$ cat config.mk
export PLATFORM = sky130hd
export DESIGN_NAME = score_bcd_unit_flat
export DESIGN_NICKNAME = d
export VERILOG_FILES = /design/src/rtl/score_bcd_unit_if.sv /design/src/rtl/score_bcd_unit.sv /design/src/flat_wrapper.sv
export SDC_FILE = /design/constraint.sdc
export NUM_CORES = 1
export LEC_CHECK = 0
export ABC_AREA = 1
export ABC_CLOCK_PERIOD_IN_PS = 9300
export BUFFER_PORTS_ARGS = -buffer_cell sky130_fd_sc_hd__buf_4
export CAP_MARGIN = 20
export CORE_MARGIN = 10
export CORE_UTILIZATION = 23
export CTS_CLUSTER_SIZE = 16
export DETAILED_ROUTE_END_ITERATION = 12
export PLACE_DENSITY = 0.37
export SYNTH_ARGS = -nofsm -noshare
export SYNTH_HDL_FRONTEND = slang
export SYNTH_SLANG_ARGS = --single-unit
$ cat constraint.sdc
create_clock -name CLOCK_50 -period 9.3 [get_ports CLOCK_50]
set_input_delay 0.465 -clock CLOCK_50 [delete_from_list [all_inputs] [get_ports CLOCK_50]]
set_output_delay 0.465 -clock CLOCK_50 [all_outputs]
set_load 0.01 [all_outputs]
$ cat src/rtl/score_bcd_unit_if.sv
// Event inputs, score outputs and seven-segment drives of the score/BCD unit.
// The controller (master) drives events; the score unit (slave) returns results.
interface score_bcd_unit_if;
  logic        clear_valid;
  logic [2:0]  clear_count;
  logic        game_over;
  logic        new_game;
  logic        show_best;
  logic [23:0] score_bcd;
  logic [23:0] best_bcd;
  logic        busy;
  logic [6:0]  HEX0, HEX1, HEX2, HEX3, HEX4, HEX5;

  modport master (
    output clear_valid, clear_count, game_over, new_game, show_best,
    input  score_bcd, best_bcd, busy, HEX0, HEX1, HEX2, HEX3, HEX4, HEX5
  );

  modport slave (
    input  clear_valid, clear_count, game_over, new_game, show_best,
    output score_bcd, best_bcd, busy, HEX0, HEX1, HEX2, HEX3, HEX4, HEX5
  );
endinterface

$ cat src/rtl/score_bcd_unit.sv
// Score accumulator: pending points are folded into a 6-digit packed BCD score one
// digit per cycle; tracks the best score and drives six active-low 7-segment digits.
module score_bcd_seg #(
  parameter bit BLANK_LEAD = 1'b1
) (
  input  logic [3:0] digit,
  input  logic       upper_zero,
  output logic [6:0] seg
);
  always_comb begin
    case (digit)
      4'd0:    seg = 7'b1000000;
      4'd1:    seg = 7'b1111001;
      4'd2:    seg = 7'b0100100;
      4'd3:    seg = 7'b0110000;
      4'd4:    seg = 7'b0011001;
      4'd5:    seg = 7'b0010010;
      4'd6:    seg = 7'b0000010;
      4'd7:    seg = 7'b1111000;
      4'd8:    seg = 7'b0000000;
      4'd9:    seg = 7'b0010000;
      default: seg = 7'b1111111;
    endcase
    if (BLANK_LEAD && upper_zero && (digit == 4'd0)) seg = 7'b1111111;
  end
endmodule

module score_bcd_unit #(
  parameter logic [4:0] PTS_1      = 5'd1,
  parameter logic [4:0] PTS_2      = 5'd3,
  parameter logic [4:0] PTS_3      = 5'd5,
  parameter logic [4:0] PTS_4      = 5'd8,
  parameter bit         BLANK_LEAD = 1'b1
) (
  input  logic           CLOCK_50,
  input  logic           reset,
  score_bcd_unit_if.slave bus
);
  localparam int          NUM_DIGITS = 6;
  localparam logic [23:0] SAT_SCORE  = 24'h999999;

  typedef enum logic {IDLE, ADD} state_t;

  state_t      state_q, state_d;
  logic [23:0] score_q, score_d, best_q, best_d, work_q, work_d;
  logic [4:0]  pend_q, pend_d;
  logic        flag_q, flag_d, carry_q, carry_d;
  logic [2:0]  idx_q, idx_d;
  logic [3:0]  add0_q, add0_d, add1_q, add1_d;
  logic [NUM_DIGITS-1:0][6:0] hex_q, hex_d;

  logic        load;
  logic [4:0]  pts;
  logic [5:0]  pend_sum;
  logic [3:0]  cur_dig, addend;
  logic [4:0]  dsum, dsum_adj;
  logic [7:0]  pend_bcd;
  logic [23:0] disp_src;
  logic [NUM_DIGITS-1:0] upper_zero;

  // Pending is at most 31, so the tens digit never exceeds 3.
  function automatic logic [7:0] bin_to_bcd(input logic [4:0] b);
    logic [4:0] u;
    logic [3:0] t;
    if (b >= 5'd30)      begin t = 4'd3; u = b - 5'd30; end
    else if (b >= 5'd20) begin t = 4'd2; u = b - 5'd20; end
    else if (b >= 5'd10) begin t = 4'd1; u = b - 5'd10; end
    else                 begin t = 4'd0; u = b;         end
    return {t, u[3:0]};
  endfunction

  always_comb begin
    case (bus.clear_count)
      3'd1:    pts = PTS_1;
      3'd2:    pts = PTS_2;
      3'd3:    pts = PTS_3;
      3'd4:    pts = PTS_4;
      default: pts = 5'd0;
    endcase
  end

  always_comb begin
    state_d = state_q;
    score_d = score_q;
    best_d  = best_q;
    work_d  = work_q;
    flag_d  = flag_q | bus.game_over;
    carry_d = carry_q;
    idx_d   = idx_q;
    add0_d  = add0_q;
    add1_d  = add1_q;

    load     = (state_q == IDLE) && (pend_q != 5'd0);
    pend_sum = {1'b0, load ? 5'd0 : pend_q} + {1'b0, bus.clear_valid ? pts : 5'd0};
    pend_d   = (pend_sum > 6'd31) ? 5'd31 : pend_sum[4:0];
    pend_bcd = bin_to_bcd(pend_q);

    cur_dig  = work_q[{idx_q, 2'b00} +: 4];
    addend   = (idx_q == 3'd0) ? add0_q : (idx_q == 3'd1) ? add1_q : 4'd0;
    dsum     = {1'b0, cur_dig} + {1'b0, addend} + {4'd0, carry_q};
    dsum_adj = dsum - 5'd10;

    case (state_q)
      IDLE: begin
        if (load) begin
          work_d  = score_q;
          add0_d  = pend_bcd[3:0];
          add1_d  = pend_bcd[7:4];
          idx_d   = 3'd0;
          carry_d = 1'b0;
          state_d = ADD;
        end else if (flag_q) begin
          // Game-over is only serviced once the score has fully settled.
          if (score_q > best_q) best_d = score_q;
          flag_d = 1'b0;
        end
      end
      ADD: begin
        if (dsum > 5'd9) begin
          work_d[{idx_q, 2'b00} +: 4] = dsum_adj[3:0];
          carry_d = 1'b1;
        end else begin
          work_d[{idx_q, 2'b00} +: 4] = dsum[3:0];
          carry_d = 1'b0;
        end
        if (idx_q == 3'd5) begin
          score_d = carry_d ? SAT_SCORE : work_d;
          state_d = IDLE;
        end else begin
          idx_d = idx_q + 3'd1;
        end
      end
      default: state_d = IDLE;
    endcase

    // New game drops everything in flight, but still banks an outstanding game-over.
    if (bus.new_game) begin
      best_d  = ((flag_q || bus.game_over) && (score_q > best_q)) ? score_q : best_q;
      score_d = 24'h0;
      pend_d  = 5'd0;
      flag_d  = 1'b0;
      state_d = IDLE;
      idx_d   = 3'd0;
      carry_d = 1'b0;
    end
  end

  always_comb begin
    disp_src = bus.show_best ? best_q : score_q;
    upper_zero[NUM_DIGITS-1] = 1'b1;
    for (int k = NUM_DIGITS - 2; k >= 0; k--)
      upper_zero[k] = upper_zero[k+1] && (disp_src[(k+1)*4 +: 4] == 4'd0);
  end

  for (genvar g = 0; g < NUM_DIGITS; g++) begin : g_seg
    score_bcd_seg #(.BLANK_LEAD(BLANK_LEAD)) u_seg (
      .digit      (disp_src[g*4 +: 4]),
      .upper_zero ((g == 0) ? 1'b0 : upper_zero[g]),
      .seg        (hex_d[g])
    );
  end

  always_ff @(posedge CLOCK_50) begin
    if (reset) begin
      state_q <= IDLE;
      score_q <= 24'h0;
      best_q  <= 24'h0;
      work_q  <= 24'h0;
      pend_q  <= 5'd0;
      flag_q  <= 1'b0;
      carry_q <= 1'b0;
      idx_q   <= 3'd0;
      add0_q  <= 4'd0;
      add1_q  <= 4'd0;
      hex_q[0] <= 7'b1000000;
      for (int k = 1; k < NUM_DIGITS; k++)
        hex_q[k] <= BLANK_LEAD ? 7'b1111111 : 7'b1000000;
    end else begin
      state_q <= state_d;
      score_q <= score_d;
      best_q  <= best_d;
      work_q  <= work_d;
      pend_q  <= pend_d;
      flag_q  <= flag_d;
      carry_q <= carry_d;
      idx_q   <= idx_d;
      add0_q  <= add0_d;
      add1_q  <= add1_d;
      hex_q   <= hex_d;
    end
  end

  assign bus.score_bcd = score_q;
  assign bus.best_bcd  = best_q;
  assign bus.busy      = (state_q != IDLE) || (pend_q != 5'd0);
  assign bus.HEX0      = hex_q[0];
  assign bus.HEX1      = hex_q[1];
  assign bus.HEX2      = hex_q[2];
  assign bus.HEX3      = hex_q[3];
  assign bus.HEX4      = hex_q[4];
  assign bus.HEX5      = hex_q[5];
endmodule
$ cat src/flat_wrapper.sv
// flat-port wrapper written by rule: the top's interface ports become plain ports
module score_bcd_unit_flat 
#(
  parameter logic [4:0] PTS_1      = 5'd1,
  parameter logic [4:0] PTS_2      = 5'd3,
  parameter logic [4:0] PTS_3      = 5'd5,
  parameter logic [4:0] PTS_4      = 5'd8,
  parameter bit         BLANK_LEAD = 1'b1
)
  (CLOCK_50, reset, bus_clear_valid, bus_clear_count, bus_game_over, bus_new_game, bus_show_best, bus_score_bcd, bus_best_bcd, bus_busy, bus_HEX0, bus_HEX1, bus_HEX2, bus_HEX3, bus_HEX4, bus_HEX5);
  score_bcd_unit_if bus_i ();
  input  logic CLOCK_50;
  input  logic reset;
  input wire logic [$bits(bus_i.clear_valid)-1:0] bus_clear_valid;
  input wire logic [$bits(bus_i.clear_count)-1:0] bus_clear_count;
  input wire logic [$bits(bus_i.game_over)-1:0] bus_game_over;
  input wire logic [$bits(bus_i.new_game)-1:0] bus_new_game;
  input wire logic [$bits(bus_i.show_best)-1:0] bus_show_best;
  output wire logic [$bits(bus_i.score_bcd)-1:0] bus_score_bcd;
  output wire logic [$bits(bus_i.best_bcd)-1:0] bus_best_bcd;
  output wire logic [$bits(bus_i.busy)-1:0] bus_busy;
  output wire logic [$bits(bus_i.HEX0)-1:0] bus_HEX0;
  output wire logic [$bits(bus_i.HEX1)-1:0] bus_HEX1;
  output wire logic [$bits(bus_i.HEX2)-1:0] bus_HEX2;
  output wire logic [$bits(bus_i.HEX3)-1:0] bus_HEX3;
  output wire logic [$bits(bus_i.HEX4)-1:0] bus_HEX4;
  output wire logic [$bits(bus_i.HEX5)-1:0] bus_HEX5;
  assign bus_i.clear_valid = bus_clear_valid;
  assign bus_i.clear_count = bus_clear_count;
  assign bus_i.game_over = bus_game_over;
  assign bus_i.new_game = bus_new_game;
  assign bus_i.show_best = bus_show_best;
  assign bus_score_bcd = bus_i.score_bcd;
  assign bus_best_bcd = bus_i.best_bcd;
  assign bus_busy = bus_i.busy;
  assign bus_HEX0 = bus_i.HEX0;
  assign bus_HEX1 = bus_i.HEX1;
  assign bus_HEX2 = bus_i.HEX2;
  assign bus_HEX3 = bus_i.HEX3;
  assign bus_HEX4 = bus_i.HEX4;
  assign bus_HEX5 = bus_i.HEX5;
  score_bcd_unit #(.PTS_1(PTS_1), .PTS_2(PTS_2), .PTS_3(PTS_3), .PTS_4(PTS_4), .BLANK_LEAD(BLANK_LEAD)) u_core (.CLOCK_50(CLOCK_50), .reset(reset), .bus(bus_i));
endmodule
# ---- After elaboration in Yosys (flattened, before gate mapping)
# Memory sizes are Yosys's and may differ from the RTL's. A register that Yosys moved wholly into a read port is not among the register bits.
# Cells that the tools add are included.
dict set report classes {
  addsub 9
  multipliers 0
  n_div 0
  order_cmp 6
  n_eq_ne 11
  n_shift 4
  n_mux 38
  bitwise_logic 2
  reduce_logical 27
}
# operator n
set op_table {}
lappend op_table {{$mux W24} 10}
lappend op_table {{$bwmux W24} 2}
lappend op_table {{$pmux W24 S2} 1}
lappend op_table {{$shiftx A4 B7 Y24} 2}
lappend op_table {{$mux W4} 8}
lappend op_table {{$gt A24 B24 Y1} 1}
lappend op_table {{$shift A4 B7 Y24 const A} 1}
lappend op_table {{$shiftx A24 B6 Y4} 1}
lappend op_table {{$logic_not A4 Y1} 5}
lappend op_table {{$pmux W4 S4} 1}
lappend op_table {{$reduce_or A2 Y1} 6}
lappend op_table {{$sub A4 B4 Y4 const B} 3}
lappend op_table {{$ge A5 B5 Y1 const B} 2}
lappend op_table {{$mux W5} 2}
lappend op_table {{$mux W1} 9}
lappend op_table {{$neg A5 Y7} 1}
lappend op_table {{$add A5 B5 Y6} 1}
lappend op_table {{$eq A3 B1 Y1 const B} 2}
lappend op_table {{$eq A3 B2 Y1 const B} 2}
lappend op_table {{$eq A3 B3 Y1 const B} 2}
lappend op_table {{$gt A6 B5 Y1 const B} 1}
lappend op_table {{$logic_and A1 B1 Y1} 6}
lappend op_table {{$mux W3} 2}
lappend op_table {{$ne A2 B2 Y1 const B} 3}
lappend op_table {{other kinds (17)} 23}
dict set report totals {
  reg_bits 91
  latch_bits 0
  ramBits 0
  mem_bits_ro 672
  inputBits 9
  output_inout_bits 91
  elab_cells 113
  n_memories 6
}
# name depth word_bits rd rd_ports_with_merged_regs wr line_no
set mem_list {}
lappend mem_list {{(no name shown)} 16 7 1 1 0 score_bcd_unit.sv:11} ;# case (digit)
lappend mem_list {{(no name shown)} 16 7 1 1 0 score_bcd_unit.sv:11}
lappend mem_list {{(no name shown)} 16 7 1 1 0 score_bcd_unit.sv:11}
lappend mem_list {{(no name shown)} 16 7 1 1 0 score_bcd_unit.sv:11}
lappend mem_list {{(no name shown)} 16 7 1 1 0 score_bcd_unit.sv:11}
lappend mem_list {{(no name shown)} 16 7 1 1 0 score_bcd_unit.sv:11}

# ---- Depth between registers and ports, before layout
dict set report logic_depth {
  word_depth 10
  depth_mapped 24
  mapped_depth_nobuf 23
}

# ---- Cells and area by module
# From an unflattened synthesis, not the netlist that was laid out.
dict set report hier_totals {
  cells_unflattened 1314
  area_unflattened_um2 8738.4
}
# module n_inst cells_each area_per_inst_um2 seq_area_each_um2
set by_module_without_submodules {}
lappend by_module_without_submodules {score_bcd_unit 1 1092 7469.7 2622.5}
lappend by_module_without_submodules {score_bcd_seg 6 37 211.5 0.0}

# ---- Worst setup path after synthesis
# OpenSTA, ideal clock, no wires.
dict set report synth_path {
  path_type {register to register}
  start {register u_core.idx_q[0]}
  end {register u_core.score_q[21] (netlist: u_core.bus.score_bcd[21])}
  setup_time_ns 0.070
  arrival_ns 3.693
  t_required_ns 9.230
  path_slack_ns 5.537
  path_stages_with_launch 23
  path_buffers 3
  synth_period_minus_slack_ns 3.763
  cell_sequence {dfxtp_1 > inv_2 > clkbuf_1 > ha_1 > ha_1 > clkbuf_1 > nor2_1 > a22oi_1 > fa_1 > fa_1 > nand2_1 > nand2_1 > ha_1 > nand2_1 > nand2_1 > nand2_1 > nand2_1 > nand2_1 > nand2_1 > inv_1 > buf_4 > nand2_1 > a21oi_1}
}
dict set report synth_between {
  elab_chain_cells 10
  elab_cells_between_ends 21
  classes_between {add/sub: 4; order compare: 1; eq/ne: 2; shift: 4; mux: 8; reduce/logical: 2}
}
# element line_no
set synth_lines {}
lappend synth_lines {{start, declared} score_bcd_unit.sv:48} ;# logic [2:0] idx_q, idx_d;
lappend synth_lines {{start signal, assigned} score_bcd_unit.sv:186} ;# idx_q <= idx_d;
lappend synth_lines {{branches (longest 10 deep; another with $add A4 B4 Y5)} n/a}
lappend synth_lines {{end signal, assigned} score_bcd_unit.sv:180} ;# score_q <= score_d;
lappend synth_lines {{end, declared} score_bcd_unit.sv:45} ;# logic [23:0] score_q, score_d, best_q, best_d, work_q, work_d;
# Several ways; the timed one is not identified. The select of a mux whose other input is x is not followed.
# A chain may end at the register's enable or synchronous reset.

# ---- Worst setup path in the final report
dict set report layout_path {
  start {register u_core.idx_q[0]}
  end {register u_core.score_q[1] (netlist: u_core.bus.score_bcd[1])}
}
# The elaborated chain is that of the path after synthesis.

==> metrics <==
Synth Register Bits=131; I/O Buffers=99; crit share post-route=58.2%; cts hold-fix bufs=0; die area=43100 um^2; Fmax=0.185 GHz; worst-margin pin slew=1.00 ns; 1st-iter DRT viols=434; synth top area cells=dfxtp_1 32%, nand2_1 15%, ha_1 11%, a21oi_1 7.1%, inv_1 7.0%; largest area contributor in the netlist=dfxtp_1; register area share after synthesis=32.4%; clk buf depth=2; pwr/cell area=149 nW/um^2; PostCTS Resize Cnt=0; CTS root buf=clkbuf_16; RSZ-0062 raised after global routing=false; WS Path Type=flop to flop; LEAKAGE=4.45 nW; most frequent cells in the layout=315 x nand2_1, 151 x inv_1, 131 x dfxtp_1; Final Cell Area=9910 um^2; fillers=3865; clock latency on the worst-skew pair=0.43 ns; Tot GR Track Use=13.4%; layout cells sized above 1=12.9%; Clock transition at path regs=0.06 ns; antenna cells=0; largest net degree at the start of global routing=59; status=finished clean; num ports=100; worst path arrival time=5.75 ns; 1st-pass router iterations=5; initial cell density of the core=23.4%; fin crit period=5.41 ns; TritonCTS clock tree=done; multi-input logic area=4670 um^2; Pwr Total=1.47 mW; Clock Skews=0.0103 ns; max-cap check violation count=0; WL per Instance=16.6 um; WP data required=9.64 ns; GP Congestion=0.871; # H-tree levels=4; initial antenna violation count=0; Top cell by count, worst path=nand2_1; vias per cell=4.53; vias in the first global route=7983; peak supply drop=0.0963 mV; Max FO, Critical Path=27; commonest non-fill, non-tap cell in the layout=nand2_1; Worst setup SP type=flop; Yosys Warn Count=0; Synth top area share=32.4%; setup_tns=0 ns; DP Area=9270 um^2; worst hold slack=0.268 ns; Hold Crit Class=primary input to flop; crit end category=flop; Post-Syn Area per Cell=6.73 um^2; post-synthesis instance total=1203; CTS Buf Count=17; final WL=29200 um; Fin. Hold Viols=0; Post-CTS Setup Bufs=0; overflow left after global routing=0; Setup-failing EPs final=0; Slowest cell on crit path=dfxtp_1; die span in y=208 um; # DRC=0; clk sinks=131; slowest stage delay, CP=0.92 ns; final antenna-violating net count=0; worst path cell trace=inv_2, ha_1, ha_1, nor2_1, a22oi_1, fa_1, fa_1, ha_1, nand2_1, nand2_1, nand2_1, nand2_1, buf_4, nand2_1, inv_1, nand3_1, a21oi_1; Mapped Area=8100 um^2; Post-Synthesis Net Count=1289; num rows=68; via count=7945; Netlist cell types=48; max_slew headroom=33.2%; Max Slew Vio Count=0; first-pass GRT wire length=46100 um; core area=34600 um^2; Die Wd=208 um; final net count=1373; DPL Wire Length=21800 um; Final Util=28.6%; area delta synth->final=22.3%; register area=2620 um^2
[registers in the layout, summed over array words and instances (netlist names), 2 cells and up]
signal and cells:
u_core.bus.HEX0 7, u_core.bus.HEX3 7, u_core.add0_q 4, u_core.idx_q 3, u_core.pend_q 5, u_core.bus.HEX1 7, u_core.bus.HEX5 7, u_core.work_q 24
u_core.add1_q 2, u_core.bus.best_bcd 24, u_core.bus.HEX4 7, u_core.bus.score_bcd 24, u_core.bus.HEX2 7
[path summary, 6_finish.rpt]
path / cells after the start / to / start / slack, ns
worst min-delay path: 3 / u_core.bus.HEX4[2] / reset / 0.27
worst max register to register: 17 / u_core.bus.score_bcd[1] / u_core.idx_q[0] / 3.89
worst min register to register: 2 / u_core.add0_q[3] / u_core.add0_q[3] / 0.47
worst max-delay path: 17 / u_core.bus.score_bcd[1] / u_core.idx_q[0] / 3.89
[where the power goes]
group / total, mW / internal (mW) / leakage [nW] / switching, mW
Clock: 0.737 / 0.464 / 0.303 / 0.273
Sequential: 0.586 / 0.580 / 1.07 / 0.00613
Combinational: 0.150 / 0.0524 / 3.08 / 0.0979
Total: 1.47 / 1.10 / 4.45 / 0.377
[cells by family (layout without fill, tap and decap cells)]
logic type	after synthesis	count (layout)	share of synthesized area [%]
AOI/OAI and AO/OA	260	260	17.5
xor gates and xnor gates	3	3	0.324
adders and majority gates	77	77	12.2
buffers and inverters	203	300	9.96
DFF	131	131	32.4
and+or+nand+nor	529	529	27.7
[synth_stat cells, drive strengths merged]
library cell	number
dfxtp	131
nor2	90
nor3	13
nand3	86
a31oi	6
nand2	317
o21a	5
buf	14
o21ai	111
nor3b	1
a21oi	115
a22o	2
a32oi	1
xor2	2
inv	157
nor4	1
and2	1
a221oi	1
a22oi	1
ha	74
clkbuf	29
clkinv	3
fa	3
nand4	16
o211ai	5
nand3b	1
o221ai	2
xnor2	1
a221o	1
o32ai	1
or2	3
o22ai	7
a211oi	2
[through the flow]
step / setup WS (ns) / std cells
after CTS: 3.90 / 1755
after floorplan: 5.54 / 1203
after global routing: 3.40 / 1755
after global placement: 4.02 / 1723
final: 3.89 / 1755
after detailed placement: 3.92 / 1723
[final cells by class]
class / count / area share (%)
inverter: 160 / 6.06
clock inverter: 12 / 1.81
sequential: 131 / 26.5
tap: 455 / 5.75
clock buffer: 20 / 4.61
timing repair buffer: 108 / 8.18
multi-input combinational: 869 / 47.1
[routing by layer]
metal / track usage, % / wire (um) / part of all wire [%] / vias up
li1: - / - / - / 4094
met1: 17.2 / 14200 / 49 / 3668
met2: 22.1 / 13400 / 46 / 148
met3: 2.27 / 898 / 3.1 / 35
met4: 4.66 / 655 / 2.2 / 0
met5: 0 / 0 / 0 / -
[worst max-delay path: cells and delay by family, from the launching register on]
family / cells / cell delay [ns]
flops: 1 / 0.92
fa+ha+maj: 5 / 1.97
compound gates: 2 / 0.24
buf+inv: 3 / 1.13
simple gates: 7 / 1.02
Note: power is estimated with default switching activity, not from simulation.
